File: src/rtl/vga_fb_pkg.sv
// Shared constants and types for the VGA frame-buffer write engine.
// Register offsets, frame geometry, engine states and STATUS bit positions.
package vga_fb_pkg;

    localparam logic [1:0] REG_PTR    = 2'd0;
    localparam logic [1:0] REG_DATA   = 2'd1;
    localparam logic [1:0] REG_FILL   = 2'd2;
    localparam logic [1:0] REG_STATUS = 2'd3;

    localparam int FB_PIXELS    = 307200;
    localparam int PIX_PER_WORD = 8;

    typedef enum logic [1:0] {
        IDLE  = 2'd0,
        DRAIN = 2'd1,
        FILL  = 2'd2
    } fb_state_t;

    localparam int ST_BUSY  = 0;
    localparam int ST_FULL  = 1;
    localparam int ST_EMPTY = 2;
    localparam int ST_LEVEL = 4;
    localparam int ST_WRAP  = 8;

endpackage

File: src/rtl/vga_fb_fifo.sv
// Small synchronous show-ahead FIFO holding packed pixel words.
// Latency: pushed word visible on pop_dat the next cycle; push ignored when full, pop ignored when empty.
module vga_fb_fifo #(
    parameter  int DEPTH = 4,
    parameter  int WIDTH = 32,
    localparam int AW    = $clog2(DEPTH)
) (
    input  logic             clk,
    input  logic             rst_n,
    input  logic             push,
    input  logic [WIDTH-1:0] push_dat,
    input  logic             pop,
    output logic [WIDTH-1:0] pop_dat,
    output logic             full,
    output logic             empty,
    output logic [AW:0]      level
);

    logic [WIDTH-1:0] mem [DEPTH];
    logic [AW:0]      wr_ptr;
    logic [AW:0]      rd_ptr;
    logic             do_push;
    logic             do_pop;

    // Pointers carry one extra wrap bit so full and empty are distinguishable.
    assign level   = wr_ptr - rd_ptr;
    assign full    = (level == (AW+1)'(DEPTH));
    assign empty   = (level == '0);
    assign do_push = push & ~full;
    assign do_pop  = pop & ~empty;
    assign pop_dat = mem[rd_ptr[AW-1:0]];

    always_ff @(posedge clk or negedge rst_n) begin
        if (!rst_n) begin
            wr_ptr <= '0;
            rd_ptr <= '0;
        end else begin
            if (do_push) wr_ptr <= wr_ptr + 1'b1;
            if (do_pop)  rd_ptr <= rd_ptr + 1'b1;
        end
    end

    always_ff @(posedge clk) begin
        if (do_push) mem[wr_ptr[AW-1:0]] <= push_dat;
    end

endmodule

File: src/rtl/vga_fb_writer.sv
// Wishbone slave that serialises packed pixel words and fill runs into frame-buffer port A.
// Latency: DATA accepted at N -> ack N+1, first fb_we N+2; one pixel per clock thereafter.
// Backpressure: ack withheld for DATA while FIFO full, and for PTR/FILL while engine busy.
module vga_fb_writer #(
    parameter int ADDR_W     = 19,
    parameter int PIX_W      = 4,
    parameter int FB_PIXELS  = 307200,
    parameter int FIFO_DEPTH = 4
) (
    input  logic              wb_clk,
    input  logic              wb_rst_n,
    input  logic [5:0]        i_wb_adr,
    input  logic [31:0]       i_wb_dat,
    input  logic [3:0]        i_wb_sel,
    input  logic              i_wb_we,
    input  logic              i_wb_cyc,
    input  logic              i_wb_stb,
    output logic [31:0]       o_wb_rdt,
    output logic              o_wb_ack,
    output logic              fb_we,
    output logic [ADDR_W-1:0] fb_addr,
    output logic [PIX_W-1:0]  fb_din
);
    import vga_fb_pkg::*;

    localparam int                LVL_W    = $clog2(FIFO_DEPTH) + 1;
    localparam logic [ADDR_W-1:0] LAST_PIX = ADDR_W'(FB_PIXELS - 1);

    fb_state_t         state, state_nxt;
    logic [31:0]       shreg, shreg_nxt, fifo_dout, rd_val, status;
    logic [2:0]        pix_idx, pix_idx_nxt;
    logic [ADDR_W-1:0] ptr, fill_cnt, fill_cnt_nxt;
    logic [PIX_W-1:0]  fill_col, emit_pix;
    logic [LVL_W-1:0]  fifo_level;
    logic [1:0]        reg_sel;
    logic              fifo_full, fifo_empty, busy, req, reg_ok, accept, wr;
    logic              push, pop, emit, fill_go, wrap_set, wrap_clr, wrap_flag;
    logic              unused_bits;

    assign unused_bits = ^{i_wb_sel, i_wb_adr[5:4], i_wb_adr[1:0]};

    vga_fb_fifo #(.DEPTH(FIFO_DEPTH), .WIDTH(32)) u_fifo (
        .clk      (wb_clk),
        .rst_n    (wb_rst_n),
        .push     (push),
        .push_dat (i_wb_dat),
        .pop      (pop),
        .pop_dat  (fifo_dout),
        .full     (fifo_full),
        .empty    (fifo_empty),
        .level    (fifo_level)
    );

    assign reg_sel = i_wb_adr[3:2];
    assign busy    = (state != IDLE) || !fifo_empty;
    // Masking with ack keeps a held strobe from being accepted twice.
    assign req     = i_wb_cyc & i_wb_stb & ~o_wb_ack;

    always_comb begin
        reg_ok = 1'b1;
        if (i_wb_we) begin
            case (reg_sel)
                REG_DATA:   reg_ok = !fifo_full;
                REG_STATUS: reg_ok = 1'b1;
                default:    reg_ok = !busy;
            endcase
        end
    end

    assign accept   = req & reg_ok;
    assign wr       = accept & i_wb_we;
    assign push     = wr && (reg_sel == REG_DATA);
    assign fill_go  = wr && (reg_sel == REG_FILL) && (i_wb_dat[ADDR_W-1:0] != '0);
    assign wrap_set = emit && (ptr == LAST_PIX);
    assign wrap_clr = wr && (reg_sel == REG_STATUS) && i_wb_dat[ST_WRAP];

    always_comb begin
        state_nxt    = state;
        shreg_nxt    = shreg;
        pix_idx_nxt  = pix_idx;
        fill_cnt_nxt = fill_cnt;
        emit         = 1'b0;
        pop          = 1'b0;
        emit_pix     = fill_col;
        case (state)
            IDLE: begin
                // Pixel 0 goes straight from the FIFO head to meet the N+2 write latency.
                if (!fifo_empty) begin
                    pop         = 1'b1;
                    emit        = 1'b1;
                    emit_pix    = fifo_dout[PIX_W-1:0];
                    shreg_nxt   = fifo_dout;
                    pix_idx_nxt = 3'd1;
                    state_nxt   = DRAIN;
                end else if (fill_go) begin
                    fill_cnt_nxt = i_wb_dat[ADDR_W-1:0];
                    state_nxt    = FILL;
                end
            end
            DRAIN: begin
                emit        = 1'b1;
                emit_pix    = shreg[pix_idx*PIX_W +: PIX_W];
                pix_idx_nxt = pix_idx + 3'd1;
                if (pix_idx == 3'd7) begin
                    if (!fifo_empty) begin
                        pop       = 1'b1;
                        shreg_nxt = fifo_dout;
                    end else begin
                        state_nxt = IDLE;
                    end
                end
            end
            FILL: begin
                emit         = 1'b1;
                fill_cnt_nxt = fill_cnt - 1'b1;
                if (fill_cnt == ADDR_W'(1)) state_nxt = IDLE;
            end
            default: state_nxt = IDLE;
        endcase
    end

    always_comb begin
        status                     = '0;
        status[ST_BUSY]            = busy;
        status[ST_FULL]            = fifo_full;
        status[ST_EMPTY]           = fifo_empty;
        status[ST_LEVEL +: LVL_W]  = fifo_level;
        status[ST_WRAP]            = wrap_flag;
        case (reg_sel)
            REG_PTR:    rd_val = 32'(ptr);
            REG_FILL:   rd_val = 32'(fill_cnt);
            REG_STATUS: rd_val = status;
            default:    rd_val = '0;
        endcase
    end

    always_ff @(posedge wb_clk or negedge wb_rst_n) begin
        if (!wb_rst_n) begin
            state     <= IDLE;
            shreg     <= '0;
            pix_idx   <= '0;
            fill_cnt  <= '0;
            fill_col  <= '0;
            ptr       <= '0;
            wrap_flag <= 1'b0;
            fb_we     <= 1'b0;
            fb_addr   <= '0;
            fb_din    <= '0;
            o_wb_ack  <= 1'b0;
            o_wb_rdt  <= '0;
        end else begin
            state    <= state_nxt;
            shreg    <= shreg_nxt;
            pix_idx  <= pix_idx_nxt;
            fill_cnt <= fill_cnt_nxt;
            if (fill_go) fill_col <= i_wb_dat[24 +: PIX_W];

            if (emit)
                ptr <= (ptr == LAST_PIX) ? '0 : ptr + 1'b1;
            else if (wr && (reg_sel == REG_PTR))
                ptr <= (i_wb_dat[ADDR_W-1:0] > LAST_PIX) ? '0 : i_wb_dat[ADDR_W-1:0];

            // A wrap in the same cycle as a clear leaves the flag set.
            if (wrap_set)      wrap_flag <= 1'b1;
            else if (wrap_clr) wrap_flag <= 1'b0;

            fb_we <= emit;
            if (emit) begin
                fb_addr <= ptr;
                fb_din  <= emit_pix;
            end

            o_wb_ack <= accept;
            o_wb_rdt <= (accept && !i_wb_we) ? rd_val : '0;
        end
    end

endmodule
File: config.mk
export PLATFORM = sky130hd
export DESIGN_NAME = vga_fb_writer
export DESIGN_NICKNAME = d
export VERILOG_FILES = /design/src/rtl/vga_fb_pkg.sv /design/src/rtl/vga_fb_fifo.sv /design/src/rtl/vga_fb_writer.sv
export SDC_FILE = /design/constraint.sdc
export NUM_CORES = 1
export LEC_CHECK = 0
export CORE_MARGIN = 5
export CORE_UTILIZATION = 59
export DETAILED_ROUTE_END_ITERATION = 12
export MAX_ROUTING_LAYER = met4
export PLACE_DENSITY = 0.78
export SLEW_MARGIN = 20
export SYNTH_ARGS = -nofsm -noshare
export SYNTH_HDL_FRONTEND = slang
export SYNTH_SLANG_ARGS = --single-unit
File: constraint.sdc
create_clock -name wb_clk -period 7.2 [get_ports wb_clk]
set_clock_uncertainty 0.2 [all_clocks]
set_input_delay 0.72 -clock wb_clk [delete_from_list [all_inputs] [get_ports wb_clk]]
set_output_delay 0.72 -clock wb_clk [all_outputs]
set_load 0.1 [all_outputs]
* Word-level counts from Yosys, hierarchy flattened
Memories as Yosys holds them, arrays and structs flattened. Index checks and enable logic that the tools add are counted.
Cells by class: add/sub/neg operators 6, order comparisons 1, equal/unequal tests 16, shift-type cells 1, mux-type cells 32, bitwise gates (word level) 9, reductions and logical operators 27
Operators by type and width (number):
- $mux W19 | 6
- $mux W32 | 3
- $pmux W32 S2 | 1
- $pmux W19 S3 | 1
- $pmux W19 S2 | 1
- $shiftx A32 B6 Y4 | 1
- $add A19 B1 Y19 const B | 1
- $eq A19 B1 Y1 const B | 1
- $eq A19 B19 Y1 const B | 1
- $gt A19 B19 Y1 const B | 1
- $reduce_bool A19 Y1 | 1
- $sub A19 B1 Y19 const B | 1
- $ne A2 B2 Y1 const B | 6
- $mux W2 | 5
- $reduce_bool A2 Y1 | 5
- $add A3 B1 Y3 const B | 3
- $logic_and A1 B1 Y1 | 8
- $pmux W4 S2 | 1
- $mux W1 | 7
- $and A1 B1 Y1 | 6
- $eq A2 B2 Y1 const B | 3
- $eq A3 B3 Y1 const B | 2
- $pmux W1 S2 | 3
- $pmux W2 S3 | 1
- 15 further kinds | 23
Word-level totals: register bits 143, bits in writable memories 128, output and inout bits 57, logic and storage cells 107, memories 1
Memory list:
- u_fifo.mem | words 4, width 32, read ports 1, clocked after memory_dff 0, wr ports 1, RTL line vga_fb_fifo.sv:19 | logic [WIDTH-1:0] mem [DEPTH];

* Logic depth before layout (Yosys ltp)
Gate-level depths: netlist of the first run.
depth after elaboration 14, depth in mapped cells 11, depth with buffers taken out 10

* Cells and area by module
A second synthesis of the first run with hierarchy kept.
Second synthesis, totals: cells, all modules 843, area, all modules 11542.3 um2
By module, submodules not included:
- vga_fb_writer | instances 1, cells an instance 632, area an instance 6491.2 um2, sequential area each 3103.0 um2
- vga_fb_fifo | instances 1, cells an instance 211, area an instance 5051.1 um2, sequential area each 3993.8 um2

* Worst setup path before layout of the first run
OpenSTA, ideal clock, no wires.
path kind flip-flop to flip-flop, start register u_fifo.rd_ptr[1], end memory u_fifo.mem[3][0] (enable), setup time 0.394 ns, arrival time 3.171 ns, path slack 3.436 ns, stages on the path, launching flop included 8, period minus slack after synthesis 3.764 ns, cells stage by stage dfrtp_1 clkbuf_1 clkbuf_1 inv_1 fa_1 xnor3_2 a211oi_1 and2_1
On the way: cells in the longest elaborated chain, start to end 13
Ends and longest elaborated chain:
- start, declared | RTL line vga_fb_fifo.sv:21 | logic [AW:0] rd_ptr;
- start signal, assigned | RTL line vga_fb_fifo.sv:39 | if (do_pop) rd_ptr <= rd_ptr + 1'b1;
- $sub A3 B3 Y3 (*) | RTL line vga_fb_fifo.sv:26 | assign level = wr_ptr - rd_ptr;
- $logic_not A3 Y1 | RTL line vga_fb_fifo.sv:28 | assign empty = (level == '0);
- $logic_not A1 Y1
- $logic_or A1 B1 Y1 | RTL line vga_fb_writer.sv:55 | assign busy = (state != IDLE) || !fifo_empty;
- $logic_not A1 Y1 | RTL line vga_fb_writer.sv:65 | default: reg_ok = !busy;
- $pmux W1 S2 | RTL line vga_fb_writer.sv:62 | case (reg_sel)
- $mux W1 | RTL line vga_fb_writer.sv:61 | if (i_wb_we) begin
- $and A1 B1 Y1 | RTL line vga_fb_writer.sv:70 | assign accept = req & reg_ok;
- $and A1 B1 Y1 | RTL line vga_fb_writer.sv:71 | assign wr = accept & i_wb_we;
- $logic_and A1 B1 Y1 | RTL line vga_fb_writer.sv:72 | assign push = wr && (reg_sel == REG_DATA);
- $and A1 B1 Y1 (*) | RTL line vga_fb_fifo.sv:29 | assign do_push = push & ~full;
- $mux W1 (*) | RTL line vga_fb_fifo.sv:44 | if (do_push) mem[wr_ptr[AW-1:0]] <= push_dat;
- $mux W1 (not written as such) (*) | RTL line vga_fb_fifo.sv:44
- end, declared | RTL line vga_fb_fifo.sv:19
Mark *: on every way between the ends. The rest lies on a longest branch, timed or not.

* Worst setup path after layout of the first run
start register u_fifo.wr_ptr[0], end register ptr[6]
On the way: cells in the longest elaborated chain, start to end 11
Ends and longest elaborated chain:
- start, declared | RTL line vga_fb_fifo.sv:20 | logic [AW:0] wr_ptr;
- start signal, assigned | RTL line vga_fb_fifo.sv:38 | if (do_push) wr_ptr <= wr_ptr + 1'b1;
- $sub A3 B3 Y3 (*) | RTL line vga_fb_fifo.sv:26
- $logic_not A3 Y1 | RTL line vga_fb_fifo.sv:28
- $logic_not A1 Y1
- $logic_or A1 B1 Y1 | RTL line vga_fb_writer.sv:55
- $logic_not A1 Y1 | RTL line vga_fb_writer.sv:65
- $pmux W1 S2 | RTL line vga_fb_writer.sv:62
- $mux W1 | RTL line vga_fb_writer.sv:61
- $and A1 B1 Y1 | RTL line vga_fb_writer.sv:70
- $and A1 B1 Y1 | RTL line vga_fb_writer.sv:71
- $logic_and A1 B1 Y1 | RTL line vga_fb_writer.sv:160 | else if (wr && (reg_sel == REG_PTR))
- $reduce_bool A2 Y1 (no source line)
- end signal, assigned | RTL line vga_fb_writer.sv:159 | ptr <= (ptr == LAST_PIX) ? '0 : ptr + 1'b1;
- end signal, assigned | RTL line vga_fb_writer.sv:161 | ptr <= (i_wb_dat[ADDR_W-1:0] > LAST_PIX) ? '0 : i_wb_dat[ADDR_W-1:0];
- end, declared | RTL line vga_fb_writer.sv:32 | logic [ADDR_W-1:0] ptr, fill_cnt, fill_cnt_nxt;
Marks and branches as above. A chain may end at the register's enable or synchronous reset.

==> results summary, run 1 <==
The worst min-delay path startpoint is fb_addr[0]. The count of final max-slew check failures is 0. The synthesized area divided by synthesized cell count came out at approximately 14 sq um. The most used flip-flop cell after synthesis is sky130_fd_sc_hd__dfrtp_1.

The total clock buffers created by CTS is 26. The number of synthesized flops with an enable pin is ~130. The maximum resistive drop on vdd came out at 0.4163 mV.

In the final layout, the multi-input gates occupy slightly above 4000 sq um. The actual transition at the worst max-transition pin came out at 998.3 ps. The count of antenna diodes in the layout is 0. The number of levels in the clock H-tree is 1. The core area came out at around 19000 sq um. The startpoint identified for the worst register-to-register timing path is u_fifo.wr_ptr[0]. The fill cell instance count of the final layout is roughly 1300.

The starting DRC count in detailed routing came out at approximately 800. Headroom to the max-slew limit came out at 0.3324. For met1 alone, demand over resource in global routing was 0.3618. The final global-route overflow total came out at 0.

The die covers roughly 23000 sq um. In this run the worst hold path is classified as flop to flop. The worst path meets setup with 3465 ps of slack. The critical path launch point is u_fifo.wr_ptr[0]. The largest net degree at the start of global routing came out at between 70 and 80. The global-route met2 utilization is 0.4046.

The global-route usage over all layers came out at 0.2596. The first global-routing pass estimated about 44000 um of wire. The worst path arrival time came out at approximately 4000 ps.

The number of cells on the worst reg-to-reg path is 12. The number of cells on the worst hold path came out at 2. The routed length per instance is 22.88 um. Relative to the synthesized area, the layout overhead comes to 15.64%. The row count came out at 51. The cell leakage power came out at 5.119 nW.

The total iterations of the first detailed-routing run came out at 6. The total of buffers placed on input and output ports is between 80 and 90. The synthesized cell area is ~12000 sq um.

The total of flip-flops plus latches after synthesis is roughly 260. The later-pin clock latency in the skew report came out at 540 ps. The count of synthesis-stage warnings from yosys is 0. The share of the cycle needed by the critical path after routing is 0.5188. The total wirelength of the detailed-routed design came out at about 28000 um. The detailed-route DRC error count is 0. The sequential cell area is 7098 sq um. In the global route stage, met3 resource usage came out at 0.03432. The overall die width is 150.2 um. The routability-driven placement congestion ratio is approximately 0.95. The count of nets left with antenna violations once routing finished came out at 0. After detailed routing, the number of vias per cell comes to about 6.3. The power density normalized to cell area came out at around 430 nW/um^2. The post-synthesis async set-or-reset flop share is 0.5039. The endpoint type of the worst setup path is a flop. Once layout is done, the placed cells without fillers occupy between 10000 and 15000 sq um. Adding up every negative setup slack in the final design gives 0 ps. The y dimension of the die came out at approximately 150 um. For this configuration, the core starts out at a cell density of 0.5977. The busiest metal layer after global routing is met2. The layout net count is roughly 990. The worst-case clock buffer depth is 3. The CTS clock-pin slew for the worst setup and hold paths is around 60 ps. The via count of the first global-routing pass is 7760.

The total of cells resized after clock tree synthesis came out at 0. Setup repair after global routing left no endpoint under its margin. The required arrival time at the worst endpoint is between 7000 and 8000 ps. The initial antenna violation count came out at 0. The post-detailed-placement half-perimeter wirelength came out at 17070 um. The maximum clock frequency is 0.2677 GHz.

The setup slack at placement is between 3000 and 4000 ps. The netlist uses 69 different library cells. The number of endpoints with negative hold slack in the final report is 0.

Synthesis produced 856 cells. The final cell utilization of the core came out at 0.6912. The worst setup path is of the flop to flop kind.

The final count of negative-setup-slack endpoints came out at 0. The number of max-cap violations came out at 0. Clock tree synthesis found a total of roughly 260 sinks. The flow ran to the end, and the final reports show no timing, DRC or antenna violations. The worst path in the final design needs a cycle of 3735 ps, including I/O delays and setup.

The clock tree from TritonCTS is done. The cell area after placement is 12580 sq um. CTS placed an instance of sky130_fd_sc_hd__clkbuf_16 at the clock tree root.

Detailed routing inserted a total of just under 8000 vias. The maximum fanout encountered on the critical timing path is 47. The worst setup path is launched from a flop. For this run, the register share of the synthesized area comes to 0.6121.

During I/O placement, the number of pins put on the boundary was 104. The share of layout cells above drive strength 1 is 0.1563.
[metrics by stage]
step | power [mW] | hold WS (ps) | instances
final | 5.774 | 282.6 | 1212
after global routing | 6.075 | 306.9 | 1212
after CTS | 5.784 | 289.5 | 1212
after detailed placement | 4.468 | 262.5 | 1164
after global placement | 4.415 | 266.5 | 1164
after floorplan | 3.894 | 224.4 | 868
[placed cells by master, fill, tap and decap left out, types with 26 or more instances in the layout]
cell                                n
sky130_fd_sc_hd__dfrtp_1          129
sky130_fd_sc_hd__edfxtp_1         128
sky130_fd_sc_hd__clkdlybuf4s50_1   81
sky130_fd_sc_hd__nand2_1           72
sky130_fd_sc_hd__nor2_1            51
sky130_fd_sc_hd__mux4_2            40
sky130_fd_sc_hd__mux2_2            40
sky130_fd_sc_hd__o21ai_0           35
sky130_fd_sc_hd__a21oi_1           30
sky130_fd_sc_hd__clkbuf_16         27
sky130_fd_sc_hd__inv_1             26
[power by group]
part	switching, mW	total (mW)	internal [mW]
logic	1.42	2.32	0.893
clock network	0.565	1.28	0.711
registers	0.334	2.18	1.85
[final timing paths]
check	end	slack (ps)
max reg2reg	ptr[6]	3460
min	fb_addr[0]	280
max in group asynchronous	u_fifo.rd_ptr[0]	4870
min reg2reg	fb_addr[0]	280
min in group asynchronous	shreg[23]	510
max	ptr[6]	3460
[cell families after synthesis]
logic type / Yosys count / synth area share
AO/OA/AOI/OAI: 166 / 0.1000
XOR/XNOR: 6 / 0.007122
adder cells (fa/ha/maj): 16 / 0.01791
buffers and inverters: 91 / 0.03604
flip-flops: 258 / 0.6121
multiplexers: 101 / 0.1347
other: 1 / 0.0003234
AND/OR/NAND/NOR: 217 / 0.09183
[area by class of cell]
| class | count | area share |
|---|---|---|
| inverter | 27 | 0.007559 |
| clock inverter | 14 | 0.007465 |
| tap | 265 | 0.02473 |
| clock buffer | 33 | 0.05356 |
| multi-input combinational | 519 | 0.3079 |
| timing repair buffer | 96 | 0.06934 |
| sequential | 258 | 0.5294 |
[cells in the mapped netlist, types with 12 or more instances]
cell type	count	area share
sky130_fd_sc_hd__nor3_1	19	0.0082
sky130_fd_sc_hd__nand2_1	72	0.023
sky130_fd_sc_hd__mux2i_1	21	0.018
sky130_fd_sc_hd__o22a_1	12	0.0091
sky130_fd_sc_hd__clkbuf_1	31	0.010
sky130_fd_sc_hd__o21ai_0	35	0.015
sky130_fd_sc_hd__buf_2	13	0.0056
sky130_fd_sc_hd__dfrtp_1	130	0.28
sky130_fd_sc_hd__mux4_2	40	0.078
sky130_fd_sc_hd__nor2_1	52	0.017
sky130_fd_sc_hd__a21oi_1	30	0.013
sky130_fd_sc_hd__inv_1	26	0.0084
sky130_fd_sc_hd__buf_4	14	0.0091
sky130_fd_sc_hd__ha_1	15	0.016
sky130_fd_sc_hd__mux2_2	40	0.039
sky130_fd_sc_hd__edfxtp_1	128	0.33
sky130_fd_sc_hd__nand3_1	17	0.0073
[registers in the layout, indices dropped and copies added, names as in the netlist]
signal,flops
o_wb_rdt,19
fb_addr,19
fill_cnt,19
o_wb_ack,1
ptr,19
fill_col,4
fb_we,1
u_fifo.rd_ptr,3
shreg,32
u_fifo.mem,128
state,2
pix_idx,3
u_fifo.wr_ptr,3
fb_din,4
wrap_flag,1
[per-layer routing]
metal	share of wire	vias to the layer above
met5	0	-
met4	0.032	0
met3	0.067	71
met2	0.49	374
met1	0.41	3863
li1	-	3373
[worst max-delay path, stage by stage, from the launching register on]
cell and delay, ps:
sky130_fd_sc_hd__dfrtp_1 410, sky130_fd_sc_hd__inv_1 150, sky130_fd_sc_hd__ha_1 170, sky130_fd_sc_hd__inv_1 50, sky130_fd_sc_hd__fa_1 490, sky130_fd_sc_hd__nor2b_1 290, sky130_fd_sc_hd__a311o_2 230, sky130_fd_sc_hd__buf_4 420
sky130_fd_sc_hd__inv_1 450, sky130_fd_sc_hd__a21oi_1 230, sky130_fd_sc_hd__buf_4 250, sky130_fd_sc_hd__a22oi_1 130, sky130_fd_sc_hd__o22ai_1 170
[timing repair]
action,4_1_cts,5_1_grt
endpoints found under the hold margin,57,0
buffers inserted,0,0
endpoints found under the setup margin,0,0
hold buffers,1,0
No activity file was read; power rests on OpenSTA's default activity.
==> run 2: changes to the inputs <==
--- a/config.mk
+++ b/config.mk
@@ -6,10 +6,10 @@
 export NUM_CORES = 1
 export LEC_CHECK = 0
 export CORE_MARGIN = 5
-export CORE_UTILIZATION = 59
+export CORE_UTILIZATION = 58
 export DETAILED_ROUTE_END_ITERATION = 12
 export MAX_ROUTING_LAYER = met4
-export PLACE_DENSITY = 0.78
+export PLACE_DENSITY = 0.77
 export SLEW_MARGIN = 20
 export SYNTH_ARGS = -nofsm -noshare
 export SYNTH_HDL_FRONTEND = slang
==> constraint.sdc (replaced) <==
create_clock -name wb_clk -period 3.7 [get_ports wb_clk]
set_clock_uncertainty 0.2 [all_clocks]
set_input_delay 0.37 -clock wb_clk [delete_from_list [all_inputs] [get_ports wb_clk]]
set_output_delay 0.37 -clock wb_clk [all_outputs]
set_load 0.1 [all_outputs]
==> run 2 against run 1 <==
Sequential share of layout area fell by 0.76 points. Clock-buffer cell count stayed put. Routed wire length down 0.39%. Utilization grew 0.33 points. Sequential power rose by 94%. First-iteration DRC count fell by 1.2%. Clock power is 110% higher. Die area rose by 1.6%. Largest cell class unchanged. Largest power group unchanged.
==> results summary, run 2 (synthesis results as in run 1) <==
The routability-driven placement congestion ratio is roughly 0.91. The cell leakage power is 5.189 nW. After clock tree synthesis, the clock-pin slew on the worst setup and hold paths is 60 ps. The share of total power consumed by net switching is 0.3990. The initial antenna violation count is 1. The total of buffers placed on input and output ports came out at between 80 and 90.

The number of flip-flops in the largest register is roughly 130. The later-pin clock latency in the skew report came out at around 540 ps. In this run the number of H-tree levels came out at 1.

The wire length of the first global-routing pass came out at between 40000 and 50000 um. The global-route usage over all layers came out at 0.2564. The sequential power share is 0.369. The final global-route overflow total came out at 0. The worst setup path is captured at a flop. The worst-case IR drop observed on VDD is 0.7313 mV.

The detailed-route DRC error count is 0. The routed layout has 7736 vias. The post-CTS setup buffer count is 0.

The worst path arrival time is 3550 ps. The share of the cycle needed by the critical path after routing is 0.9104. Setup repair after global routing left no endpoint under its margin. The longest clock path from root to sink contains 3 buffers. In this run the critical register-to-register path is launched from u_fifo.wr_ptr[0]. The power density normalized to cell area is approximately 840 nW/um^2.

The area of combinational cells with multiple inputs is 4134 sq um. The initial cell density of the core is 0.5919. The sequential cells in the finished layout cover a total of 7098 sq um.

The net count of the finished layout is 1000. The overall die width came out at about 150 um. After detailed placement, the design holds a cell count of around 1200. The share of layout cells above drive strength 1 is 0.1703. Counting every sink on the clock net gives roughly 260. The power share of the clock group is 0.230.

The total clock buffers created by CTS came out at 26. TritonCTS built the clock tree. The number of endpoints with negative hold slack in the final report is 0. Row generation in the floorplan step produced around 50 rows. The flow ran to the end, and the final reports show no timing, DRC or antenna violations. The area added between synthesis and finish is 17.33%. After filler insertion, the fill cell instance count of the layout stands at 1302. Entering global routing, the biggest net connects 75 pins. For the finished layout, the period the worst path requires is approximately 3400 ps.

The critical path launch point is u_fifo.wr_ptr[0]. The via count of the first global-routing pass came out at 7758. Leaving out fill and tap cells, the most frequent cells in the layout are sky130_fd_sc_hd__dfrtp_1 (129), sky130_fd_sc_hd__edfxtp_1 (128), sky130_fd_sc_hd__clkdlybuf4s50_1 (81), sky130_fd_sc_hd__nand2_1 (72), sky130_fd_sc_hd__nor2_1 (51).

In this run the tightest slew margin relative to its limit is 0.3416. The proportion of power drawn by combinational gates came out at 0.401. The buffer type at the clock tree root is sky130_fd_sc_hd__clkbuf_16.

The internal portion of the total power is between 6 and 7 mW. The count of final max-slew check failures came out at 0. The y dimension of the die came out at between 150 and 200 um. The total wirelength of the detailed-routed design came out at 27620 um.

The number of standard cells in the layout, taps in and fillers out is 1223. The worst setup path is launched from a flop. The post-detailed-placement half-perimeter wirelength is ~18000 um.

The setup slack at placement is around 370 ps. After the first detailed-routing iteration, the DRC count stood at between 700 and 800. The pre-antenna-repair detailed-routing pass consisted of 5 iterations. Setup violations remaining at the end of the flow were counted as 0.

The most common cell after layout, fill and taps aside is sky130_fd_sc_hd__dfrtp_1. The critical path is of the flop to flop type. The net switching power is roughly 4.6 mW. The worst hold path belongs to the class primary input to asynchronous set/reset pin. In this run the standard cell core region covers approximately 20000 sq um. The actual transition at the worst max-transition pin came out at 984.5 ps. Static timing analysis puts the maximum clock frequency at between 0.2 and 0.3 GHz.

The I/O pin total is 104. The remaining antenna violation count after routing is 0. The area enclosed by the die boundary is about 23000 sq um.

In this run the worst path has a maximum fanout of 23. The final worst slack is about 330 ps. Using the TritonRoute via totals, the vias-per-cell ratio works out to between 6 and 7. The setup TNS after final layout came out at 0 ps. The routed length per instance came out at between 20 and 25 um. The required arrival time at the worst endpoint came out at about 3900 ps.

Max-cap violations in this run came to 0.
==> run 2: changes by cell type in the layout (fill, tap and decap cells not counted), moves of 2 or more <==
cell,previous run,this run
sky130_fd_sc_hd__and2_1,11,7
sky130_fd_sc_hd__and2_2,0,4
sky130_fd_sc_hd__buf_12,0,5
sky130_fd_sc_hd__buf_4,13,17
sky130_fd_sc_hd__bufinv_16,0,2
sky130_fd_sc_hd__clkinv_2,9,6
sky130_fd_sc_hd__clkinv_4,2,0
sky130_fd_sc_hd__clkinvlp_4,0,4
==> run 2: layer usage <==
| layer | global-route usage | wire length (um) |
|---|---|---|
| met2 | 0.3783 | 12880 |
| met3 | 0.04339 | 2198 |
| met1 | 0.3690 | 11720 |
| met4 | 0.08432 | 827 |
| met5 | - | 0 |
==> run 2: area by class of cell <==
cell class              instances  area share
inverters                      27    0.007450
well taps                     265     0.02437
diodes                          1   0.0001839
clock buffers                  33     0.05196
clock inverters                15     0.01251
flip-flops and latches        258      0.5218
multi-input cells             519      0.3039
repair buffers                105     0.07790
==> run 2: what timing repair did <==
action                    CTS  global route
hold endpoints to repair   73             0
hold buffers                1             0
resized for setup           0             0
==> run 2: final timing paths <==
check,depth (start not counted),slack (ps),to
worst max-delay path,9,330,ptr[2]
worst min-delay path,2,230,shreg[31]
worst max register to register,9,330,ptr[2]
worst min register to register,2,280,fb_addr[8]
max in group asynchronous,3,2290,fb_addr[5]
min in group wb_clk,1,270,u_fifo.mem[2][19]
==> run 2: per-stage QoR <==
step	instance area [sq um]	utilization	power (mW)	hold slack, ps
after floorplan	11640	-	7.577	-125.6
after global placement	12710	0.6490	8.637	243.5
after detailed placement	12710	0.6490	8.749	250.5
after CTS	13600	0.6943	11.43	246.5
after global routing	13600	0.6945	12.03	262.3
final	13600	0.6945	11.42	228.6
==> run 2: power by group through the flow <==
stage	clock network (mW)	registers, mW	logic (mW)
final	2.63	4.22	4.58
after global routing	2.80	4.29	4.94
after CTS	2.66	4.19	4.58
after detailed placement	0	4.24	4.51
after global placement	0	4.22	4.42
after floorplan	0	4.75	2.83
==> run 2: worst max-delay path, cell delays in order, from the launching register on <==
cell and delay [ps]:
sky130_fd_sc_hd__dfrtp_1 400, sky130_fd_sc_hd__inv_1 150, sky130_fd_sc_hd__ha_1 160, sky130_fd_sc_hd__inv_1 40, sky130_fd_sc_hd__fa_1 390, sky130_fd_sc_hd__xor3_1 250
sky130_fd_sc_hd__a311o_2 610, sky130_fd_sc_hd__o21ai_1 600, sky130_fd_sc_hd__o21ai_0 220, sky130_fd_sc_hd__o2bb2ai_1 190
==> run 3: changes to the inputs <==
--- a/config.mk
+++ b/config.mk
@@ -10,7 +10,9 @@
 export DETAILED_ROUTE_END_ITERATION = 12
 export MAX_ROUTING_LAYER = met4
 export PLACE_DENSITY = 0.77
+export SKIP_LAST_GASP = 1
 export SLEW_MARGIN = 20
 export SYNTH_ARGS = -nofsm -noshare
 export SYNTH_HDL_FRONTEND = slang
+export SYNTH_HIERARCHICAL = 1
 export SYNTH_SLANG_ARGS = --single-unit
==> run 3 against run 2 <==
Flip-flop and latch count did not move. Synthesized cell count down 1.5%. Clock power is 6% higher. First-iteration DRC count decreased by 4.4%. Combinational power fell by 10%. Sequential power decreased by 3%.
==> results summary, run 3 <==
After synthesis, the largest family of logic cells by area is multiplexers. The area added between synthesis and finish came out at 18.31%. The post-synthesis sequential area ratio came out at 0.6149. The number of different library cells in the post-synthesis netlist is 76. The xor/xnor share of the synthesized area is 0.005962.

STA puts the critical path data arrival time at 3750 ps. Of all cell types, the one taking the most synthesized area is sky130_fd_sc_hd__edfxtp_1. The later pin in the worst-skew pair is clocked with a latency of 530 ps.

The routed length per instance came out at 23.10 um. In the synthesized netlist, the number of instances is between 800 and 900. For this configuration, the core starts out at a cell density of 0.5911. The compound-cell area share of the yosys netlist is 0.09225. The number of endpoints with negative hold slack in the final report came out at 0. The post-CTS setup buffer count came out at 0.

The critical path ends at fill_cnt[4]. Derived from the worst setup path, the maximum achievable clock frequency is around 0.28 GHz. The tightest min-delay check is of the primary input to flop type. The synthesized cell area came out at 11540 sq um. The detailed-route DRC error count came out at 0.

Across all layers, the routed design uses roughly 7700 vias. Setup repair after global routing left no endpoint under its margin. The total wirelength of the detailed-routed design came out at 28090 um. The maximum resistive drop on vdd came out at approximately 0.6 mV.

TritonCTS built the clock tree. The wire length of the first global-routing pass came out at between 40000 and 50000 um. After clock tree synthesis, the clock-pin slew on the worst setup and hold paths is ~60 ps. Yosys mapped a number of flops with a built-in enable equal to 128. In the synthesized netlist the dominant register cell turns out to be sky130_fd_sc_hd__dfrtp_1. The y dimension of the die is 151.1 um.

The core area came out at between 15000 and 20000 sq um. The run finished with clean final reports. Leaving out fill and tap cells, the most frequent cell in the layout is sky130_fd_sc_hd__dfrtp_1. By startpoint and endpoint, the worst setup path is classified as flop to flop. The worst setup path is launched from a flop.

Summed over all cells, the static leakage comes to ~5.3 nW. By instance count, the leading cell after synthesis is sky130_fd_sc_hd__dfrtp_1. Row generation in the floorplan step produced slightly above 50 rows. In this run the power density over the cells is approximately 810 nW/um^2. The number of cells on the worst reg-to-reg path is 12. The number of max-cap violations is 0. The worst-case clock buffer depth is 3. The initial antenna violation count is 0. The count of antenna diodes in the layout came out at 0. The remaining antenna violation count after routing came out at 0. Each instance of the synthesized netlist takes up on average between 10 and 15 sq um.

The post-detailed-route via-to-cell ratio came out at 6.310. The layout net count came out at 993. The total power came out at between 10 and 15 mW. The tree built by TritonCTS fans out to about 260 sinks.

The count of synthesis-stage warnings from yosys came out at 6. The required arrival time at the worst endpoint is 3920 ps. The count of final max-slew check failures is 0. The capture point of the worst reg-to-reg path is fill_cnt[4]. The setup slack on the worst flop-to-flop path is ~170 ps.

The share of the cycle needed by the critical path after routing is 0.9543. The worst register-to-register path begins at u_fifo/wr_ptr[0]. The minimum clock period came out at 3531 ps. The final global-route overflow total is 0.

The overall die width came out at 151.1 um. The maximum fanout encountered on the critical timing path is 27. In this run the number of H-tree levels came out at 1.

Registers take between 7000 and 8000 sq um. The via count of the first global-routing pass is 7773. The critical path launch point is u_fifo/wr_ptr[0].

The starting DRC count in detailed routing came out at ~760. The routability-driven placement congestion ratio came out at a little over 0.9. The number of flip-flops in the largest register is 128. In the final layout, the share of cells above drive strength 1 is 0.1903.

The global-route usage over all layers is 0.2605. The fill cell instance count of the final layout is ~1300. The setup TNS after final layout is 0 ps. The total clock buffers created by CTS came out at 27. The actual transition at the worst max-transition pin is around 1100 ps.

The buffer type at the clock tree root is sky130_fd_sc_hd__clkbuf_16. Of the post-synthesis cell area, the dominant cell type holds 0.3330. STA classifies the critical path endpoint as a flop. The total of buffers placed on input and output ports came out at 82. Setup violations remaining at the end of the flow were counted as 0.

The mux cell area share after synthesis came out at 0.1395. The area enclosed by the die boundary is between 20000 and 25000 sq um. The basic-gate share of the synthesized area counting and, or, nand and nor cells came out at 0.09463.

The first TritonRoute pass finished after 5 iterations. The max-slew headroom at the worst pin came out at 0.2506. In the synthesized netlist, the cells that appear most often are sky130_fd_sc_hd__dfrtp_1 (130), sky130_fd_sc_hd__edfxtp_1 (128), sky130_fd_sc_hd__nand2_1 (72), sky130_fd_sc_hd__nor2_1 (61), sky130_fd_sc_hd__mux2_2 (42). Of the total synthesized cell area, the portion taken by full adders, half adders and majority gates is 0.01799. After synthesis, the cell types taking the most area are sky130_fd_sc_hd__edfxtp_1 (33%), sky130_fd_sc_hd__dfrtp_1 (28%), sky130_fd_sc_hd__mux4_2 (7.8%), sky130_fd_sc_hd__mux2_2 (4.1%), sky130_fd_sc_hd__nand2_1 (2.3%). The area of combinational cells with multiple inputs is a little over 4000 sq um. The I/O pin total came out at roughly 100. The largest net degree at the start of global routing came out at 94.

After synthesis, the share of flip-flops with an asynchronous set or reset is 0.5039. The post-detailed-placement half-perimeter wirelength came out at ~18000 um. In the layout the commonest cells are sky130_fd_sc_hd__dfrtp_1 (129), sky130_fd_sc_hd__edfxtp_1 (128), sky130_fd_sc_hd__clkdlybuf4s50_1 (81), sky130_fd_sc_hd__nand2_1 (72), sky130_fd_sc_hd__nor2_1 (60). The total of flip-flops plus latches after synthesis came out at around 260.
[run 3: metrics by stage]
stage / hold slack (ps) / cell area (sq um) / setup slack, ps / util / instances
floorplan: -125.6 / 11600 / 168.1 / - / 855
global placement: 262.6 / 12710 / 260.7 / 0.6509 / 1165
detailed placement: 264.4 / 12710 / 137.7 / 0.6509 / 1165
CTS: 256.9 / 13650 / 114.1 / 0.6988 / 1216
global route: 274.4 / 13660 / 42.19 / 0.6993 / 1216
finish: 268.1 / 13660 / 169.2 / 0.6993 / 1216
[run 3: area by class of cell]
class                           instances  area share
Tap cell                              265     0.02428
Multi-Input combinational cell        512      0.3017
Sequential cell                       258      0.5198
Clock buffer                           31     0.05204
Timing Repair Buffer                  111     0.08091
Inverter                               20    0.005498
Clock inverter                         19     0.01576
[run 3: worst min-delay path by stage]
stage / end / from / cells after the start
after floorplan: fb_addr[0] / wb_rst_n / 0
after global placement: fb_addr[6] / fb_addr[6] / 2
after detailed placement: fb_addr[3] / fb_addr[3] / 2
after CTS: o_wb_ack / i_wb_we / 2
after global routing: u_fifo/mem[2][30] / i_wb_dat[30] / 1
final: o_wb_ack / i_wb_we / 2
[run 3: kinds of logic after synthesis]
group / after synthesis
buf+inv: 85
simple gates: 224
fa+ha+maj: 16
mux: 105
other cells: 1
compound gates: 148
flops: 258
xor+xnor: 6
[run 3: layer usage]
| layer | vias to the layer above | routed length [um] | global-route usage |
|---|---|---|---|
| li1 | 3348 | - | - |
| met1 | 3872 | 11970 | 0.3696 |
| met2 | 374 | 13210 | 0.3914 |
| met3 | 79 | 1937 | 0.03860 |
| met4 | 0 | 977 | 0.09293 |
| met5 | - | 0 | - |
[run 3: worst max-delay path: stages (launching register included)]
cell	delay (ps)
sky130_fd_sc_hd__dfrtp_1	430
sky130_fd_sc_hd__inv_1	110
sky130_fd_sc_hd__ha_1	220
sky130_fd_sc_hd__fa_1	440
sky130_fd_sc_hd__xor3_2	330
sky130_fd_sc_hd__nor2_1	170
sky130_fd_sc_hd__buf_4	190
sky130_fd_sc_hd__nand2_1	130
sky130_fd_sc_hd__nor3_1	350
sky130_fd_sc_hd__o211ai_2	140
sky130_fd_sc_hd__buf_4	270
sky130_fd_sc_hd__nand2_1	190
sky130_fd_sc_hd__o2bb2a_1	230
[run 3: report_power, final]
part / switching [mW] / internal (mW)
clock network: 1.14 / 1.67
registers: 0.549 / 3.54
logic: 2.41 / 1.69
[run 3: what timing repair did]
action                     4_1_cts  5_1_grt
resized for setup                0        3
setup endpoints to repair        0       14
hold buffers                     1        0
hold endpoints to repair        92        0
